--- src/rtl/seg7_pkg.sv ---
// Shared constants for the switch-display path: switch width and debounce timing.
// The debounce sample tick reuses the display multiplex period so both blocks share one timebase.
package seg7_pkg;
  localparam int SEG7_MUX_PERIOD       = 100000;
  localparam int SW_WIDTH              = 8;
  localparam int DEBOUNCE_TICK_DIV     = SEG7_MUX_PERIOD;
  localparam int DEBOUNCE_STABLE_TICKS = 8;
endpackage

--- src/rtl/debounce_bit.sv ---
// One switch bit: 2-flop synchronizer, tick-qualified mismatch counter and
// debounced level with registered rise/fall strobes.
module debounce_bit
  import seg7_pkg::*;
#(
  parameter int STABLE_TICKS = DEBOUNCE_STABLE_TICKS
) (
  input  logic clk,
  input  logic rst,
  input  logic tick,
  input  logic raw,
  output logic db,
  output logic rise,
  output logic fall
);
  localparam int CW = $clog2(STABLE_TICKS);
  localparam logic [CW-1:0] CNT_LAST = CW'(STABLE_TICKS - 1);

  logic          sync_p0;
  logic          sync_p1;
  logic [CW-1:0] cnt;
  logic          mismatch;
  logic          accept;

  assign mismatch = sync_p1 ^ db;
  assign accept   = tick & mismatch & (cnt == CNT_LAST);

  always_ff @(posedge clk) begin
    if (rst) begin
      sync_p0 <= 1'b0;
      sync_p1 <= 1'b0;
      cnt     <= '0;
      db      <= 1'b0;
      rise    <= 1'b0;
      fall    <= 1'b0;
    end else begin
      // Synchronizer stage boundary: raw -> p0 -> p1
      sync_p0 <= raw;
      sync_p1 <= sync_p0;
      rise    <= accept & ~db;
      fall    <= accept & db;
      // Any matching sample restarts the run; acceptance also restarts it
      if (tick) begin
        if (!mismatch || (cnt == CNT_LAST))
          cnt <= '0;
        else
          cnt <= cnt + 1'b1;
        if (accept)
          db <= ~db;
      end
    end
  end
endmodule

--- src/rtl/switch_debounce.sv ---
// Switch input conditioning: shared sample-tick prescaler, per-bit debouncers
// and a combined change strobe.
module switch_debounce
  import seg7_pkg::*;
#(
  parameter int WIDTH        = SW_WIDTH,
  parameter int TICK_DIV     = DEBOUNCE_TICK_DIV,
  parameter int STABLE_TICKS = DEBOUNCE_STABLE_TICKS
) (
  input  logic             clk,
  input  logic             rst,
  input  logic [WIDTH-1:0] sw_raw,
  output logic [WIDTH-1:0] sw_db,
  output logic [WIDTH-1:0] sw_rise,
  output logic [WIDTH-1:0] sw_fall,
  output logic             sw_changed,
  output logic             tick
);
  localparam int PW = $clog2(TICK_DIV);
  localparam logic [PW-1:0] DIV_LAST = PW'(TICK_DIV - 1);

  logic [PW-1:0] div_cnt;

  always_ff @(posedge clk) begin
    if (rst)
      div_cnt <= '0;
    else if (div_cnt == DIV_LAST)
      div_cnt <= '0;
    else
      div_cnt <= div_cnt + 1'b1;
  end

  assign tick = (div_cnt == DIV_LAST);

  for (genvar i = 0; i < WIDTH; i++) begin : g_bit
    debounce_bit #(
      .STABLE_TICKS(STABLE_TICKS)
    ) u_bit (
      .clk (clk),
      .rst (rst),
      .tick(tick),
      .raw (sw_raw[i]),
      .db  (sw_db[i]),
      .rise(sw_rise[i]),
      .fall(sw_fall[i])
    );
  end

  // Strobes are already registered, so the OR stays aligned with sw_db
  assign sw_changed = |(sw_rise | sw_fall);
endmodule

--- config.mk ---
export PLATFORM = sky130hd
export DESIGN_NAME = switch_debounce
export DESIGN_NICKNAME = d
export VERILOG_FILES = /design/src/rtl/seg7_pkg.sv /design/src/rtl/debounce_bit.sv /design/src/rtl/switch_debounce.sv
export SDC_FILE = /design/constraint.sdc
export NUM_CORES = 1
export LEC_CHECK = 0
export ABC_AREA = 1
export CAP_MARGIN = 20
export CORE_MARGIN = 2
export CORE_UTILIZATION = 55
export DETAILED_ROUTE_END_ITERATION = 10
export PLACE_DENSITY = 0.84
export SETUP_SLACK_MARGIN = 0.1
export SYNTH_ARGS = -nofsm -noshare
export SYNTH_HDL_FRONTEND = slang
export SYNTH_SLANG_ARGS = --single-unit
--- constraint.sdc ---
create_clock -name clk -period 2.25 [get_ports clk]
set_input_delay 0.3375 -clock clk [delete_from_list [all_inputs] [get_ports clk]]
set_output_delay 0.3375 -clock clk [all_outputs]
set_load 0.01 [all_outputs]
# Yosys cells after proc, flatten, opt, wreduce, memory -nomap -nowiden
# Cells that the tools add are included.
dict set report op_classes {
  n_reduce_logical 26
  n_addsub 9
  n_mux 8
  bitwise 49
  n_eq_ne 9
}
# operator n
set ops {}
lappend ops {{$and 1x1->1} 32}
lappend ops {{$add 3x1->3 const B} 8}
lappend ops {{$eq 3x3->1 const B} 8}
lappend ops {{$mux 3} 8}
lappend ops {{$add 17x1->17 const B} 1}
lappend ops {{$eq 17x17->1 const B} 1}
lappend ops {{$reduce_and 2->1} 8}
lappend ops {{$logic_not 1->1} 8}
lappend ops {{$logic_or 1x1->1} 8}
lappend ops {{$not 1->1} 8}
lappend ops {{$or 8x8->8} 1}
lappend ops {{$reduce_or 8->1} 1}
lappend ops {{$xor 1x1->1} 8}
lappend ops {{$reduce_or 2->1} 1}
dict set report totals {
  elab_cells 150
  inputBits 10
  register_bits 81
}

# Depth between registers and ports, before layout
dict set report depth {
  depth_word 4
  depth_mapped 9
  ltp_nobuf 8
}

# By module
# Synthesis repeated with hierarchy kept, for this count alone.
dict set report unflattened {
  hier_cells 493
  area_unflattened_um2 3659.8
}
# mod n_inst cells_each area_each_um2
set by_module_without_submodules {}
lappend by_module_without_submodules {debounce_bit 8 43 335.3}
lappend by_module_without_submodules {switch_debounce 1 149 977.2}

# Worst setup path before layout
# Ideal clock, no wire load.
dict set report synth_timing {
  kind {reg-to-reg}
  startpoint {register div_cnt[0]}
  endpoint {register g_bit[0].u_bit.db}
  stages_incl_launch_ff 7
  slack_ps 670
  arrival_ps 1467
  n_path_buf 0
  t_required_ps 2137
  path_cell_list {dfxtp_1 > ha_1 > nand3_1 > nor3_1 > nand4_1 > nand2_1 > nor2_1}
}
dict set report synth_between {
  elab_chain_len 4
}
# item line
set synth_rtl {}
lappend synth_rtl {{start, declared} switch_debounce.sv:22} ;# logic [PW-1:0] div_cnt;
lappend synth_rtl {{start signal, assigned} switch_debounce.sv:30} ;# div_cnt <= div_cnt + 1'b1;
lappend synth_rtl {{$eq 17x17->1 *} switch_debounce.sv:33} ;# assign tick = (div_cnt == DIV_LAST);
lappend synth_rtl {{$and 1x1->1 (2 in series)} debounce_bit.sv:26} ;# assign accept = tick & mismatch & (cnt == CNT_LAST);
lappend synth_rtl {{$reduce_and 2->1 (no source line) *} -}
lappend synth_rtl {{end signal, assigned} debounce_bit.sv:49} ;# db <= ~db;
lappend synth_rtl {{end, declared} debounce_bit.sv:12} ;# output logic db,
# Every way passes the cells marked *; elsewhere a longest branch is shown, timed or not.
# A chain may end at the register's enable or synchronous reset.

# Worst setup path in the final report
dict set report layout_timing {
  startpoint {register g_bit[6].u_bit.fall}
  endpoint {output sw_changed}
}
dict set report layout_between {
  elab_chain_len 2
}
# item line
set layout_rtl {}
lappend layout_rtl {{start, declared} debounce_bit.sv:14} ;# output logic fall
lappend layout_rtl {{start signal, assigned} debounce_bit.sv:41} ;# fall <= accept & db;
lappend layout_rtl {{$or 8x8->8} switch_debounce.sv:50} ;# assign sw_changed = |(sw_rise | sw_fall);
lappend layout_rtl {{$reduce_or 8->1} switch_debounce.sv:50}
lappend layout_rtl {{end, declared} switch_debounce.sv:16} ;# output logic sw_changed,
# No other way between the ends.

==> impl_results.md <==
* Vias per Instance at roughly 5
* Worst-skew pair later-pin latency at 0.36 ns
* CTS clk-pin slew, worst paths at 0.09 ns
* Core box area at between 6000 and 7000 sq um
* Final nets at 552
* Hold slack at ~0.4 ns
* Vias post-DR at slightly above 3000
* Status: complete, no violations
* Grt ovf at 0
* Syn Inst Count at a little over 500
* Tmin final at 1.93 ns
* Area of the multi-input gates at between 1500 and 2000 sq um
* # diodes at 0
* Worst-Margin Slew at between 0.4 and 0.5 ns
* Register area share after synthesis at between 40% and 50%
* Cts bufs inserted at 9
* Largest net degree at the start of global routing at 37
* Die height at about 86 um
* Routed wire length at approximately 7.4 mm
* DP HPWL at ~5.1 mm
* Number of port buffers at 35
* Syn_area_per_cell at 7.25 sq um
* Slew headroom at 71.3%
* Crit-path max FO at 2
* Final Cycle Share at 85.9%
* Post-synth EDFFs at 0
* Unrepaired setup endpoints after global routing: false
* Setup TNS at 0 ns
* DRC viols at 0
* Clk buf depth at 2
* LEAKAGE at 1.89 nW
* Mapped Area at about 3700 sq um
* Routed length per placed instance at approximately 12 um
* HP Class: flop to flop
* RD Place Congestion at about 0.86
* Drt pass-1 iters at 4
* Worst Setup Start Kind: flop
* Area growth syn-to-layout at 14.1%
* Synthesized flop and latch total at a little over 80
* First-pass GRT wire length at about 13 mm
* Die Width at around 86 um
* Starting Density at between 50% and 60%
* Max-cap violations at 0
* # fillers at approximately 530
* Crit end category: output pin
* Max frequency at a little over 500 MHz
* Yosys Warn Count at 0
* Peak supply drop at around 0.38 mV
* Num Clock Sinks at slightly above 80
* Critical path data required time at 1.91 ns
* Slew Viols, Final at 0
* Final instance area at about 4200 sq um
* Syn_nets at about 530
* Async set or reset register ratio after synthesis at 0%
* Die area at 7320 sq um
* Setup CP Type: flop to output pin
* H-Tree Depth at 3
* Worst Skew at 0.0133 ns
* FP Rows at 29
* Starting DRT DRC Count at roughly 130
* Number of hold violations in the final report at 0
* Pwr/cell area at ~670 nW/um^2
* I/O Pins at 36
* Top FF cell, synth: dfxtp_1
* Cell Area, Placed at around 3900 sq um
* Sequential cell area at ~1600 sq um
* Critical Path AT at 1.60 ns
* Vias in the first global route at about 3000
* TritonCTS clock tree: yes
* Initial antenna violation count at 0
* Clock root cell: clkbuf_8
* Remaining antenna violation count at 0
* GR Util All Layers at a little over a fifth
* Yosys cell types at 27
* Setup Viol. Count Final at 0
* Share of post-route cells with drive strength above 1 at slightly below 7%
-- synthesized netlist by cell type, types with 2 or more instances --
cell	instances	area [sq um]
inv_1	77	289
clkbuf_1	4	15.0
a21oi_1	9	45.0
or2_2	2	12.5
nand4_1	12	75.1
xnor2_1	2	17.5
nor3_1	3	15.0
ha_1	17	213
nand3_1	22	110
xor2_1	3	26.3
nor2_1	95	357
buf_2	2	10.0
buf_4	24	180
dfxtp_1	81	1620
buf_6	3	33.8
nand2_1	127	477
nor4_1	12	75.1
-- final timing paths --
| check | from | endpoint | slack [ns] | cells after the start |
|---|---|---|---|---|
| min reg2reg | g_bit[1].u_bit.sync_p0 | g_bit[1].u_bit.sync_p1 | 0.40 | 2 |
| max reg2reg | div_cnt[0] | g_bit[0].u_bit.cnt[1] | 0.40 | 9 |
| min | g_bit[1].u_bit.sync_p0 | g_bit[1].u_bit.sync_p1 | 0.40 | 2 |
| max | g_bit[6].u_bit.fall | sw_changed | 0.32 | 3 |
-- repair_timing --
action                     CTS  global route
resized for setup            7             0
setup endpoints to repair    1             0
hold buffers                 0             0
setup buffers                1             0
-- routing by layer --
metal	track usage [%]	share of wire, %
met1	23.2	42
met2	39.2	51
met3	3.46	4.6
met4	12.6	3.4
met5	0	0
-- cells by family after synthesis --
kind of cell,count (synthesis),share of synthesized area [%]
AO/OA/AOI/OAI,10,1.37
adder cells (fa/ha/maj),17,5.81
AND/OR/NAND/NOR,280,32.7
flip-flops,81,44.3
buffers and inverters,112,14.6
XOR/XNOR,5,1.20
-- sequential cells by signal, summed over array words and instances, names as in the netlist --
name / cells
g_bit.u_bit.cnt: 24
g_bit.u_bit.sync_p1: 8
g_bit.u_bit.db: 8
g_bit.u_bit.fall: 8
g_bit.u_bit.rise: 8
g_bit.u_bit.sync_p0: 8
div_cnt: 17
-- cell type report --
type | instances | area share (%)
Clock buffer | 9 | 2.96
Clock inverter | 7 | 2.55
Tap cell | 77 | 2.31
Timing Repair Buffer | 42 | 9.91
Multi-Input combinational cell | 312 | 36.3
Inverter | 79 | 7.10
Sequential cell | 81 | 38.9
-- per-stage QoR --
step | setup slack, ns | utilization, % | total power (W) | instances
floorplan | 0.670 | - | 0.00155 | 505
global placement | 0.406 | 61.5 | 0.00158 | 590
detailed placement | 0.346 | 61.5 | 0.00158 | 590
CTS | 0.276 | 65.4 | 0.00279 | 607
global route | 0.206 | 65.4 | 0.00286 | 607
finish | 0.317 | 65.4 | 0.00278 | 607
-- worst max-delay path, cell delays in order, from the launching register on --
cell and delay, ns:
dfxtp_1 0.32, nor4_1 0.30, nand4_1 0.12, clkdlybuf4s50_1 0.49
-- where the power goes --
group	total, W	switching [W]	leakage, nW	internal (W)
Combinational	0.0000921	0.0000555	1.11	0.0000366
Sequential	0.00146	0.00000909	0.657	0.00145
Clock	0.00123	0.000587	0.117	0.000646
Total	0.00278	0.000652	1.89	0.00213
-- cells in the final DEF, fill, tap and decap left out, drive strengths merged --
cell           netlist  layout
nand2              129     129
inv                 78      82
buf                 29       7
nor2b                1       1
o21ai                1       1
nand3               23      23
xor2                 3       3
clkinv               1       2
nor3                 4       4
clkdlybuf4s50        0      34
nand4               12      12
ha                  17      17
dlygate4sd2          0       1
bufinv               0       2
xnor2                2       2
nor3b                1       1
nor4                12      12
clkbuf               4       9
or2                  2       2
dfxtp               81      81
a21oi                9       9
nor2                96      96
Power figures use the tool's default switching activity.
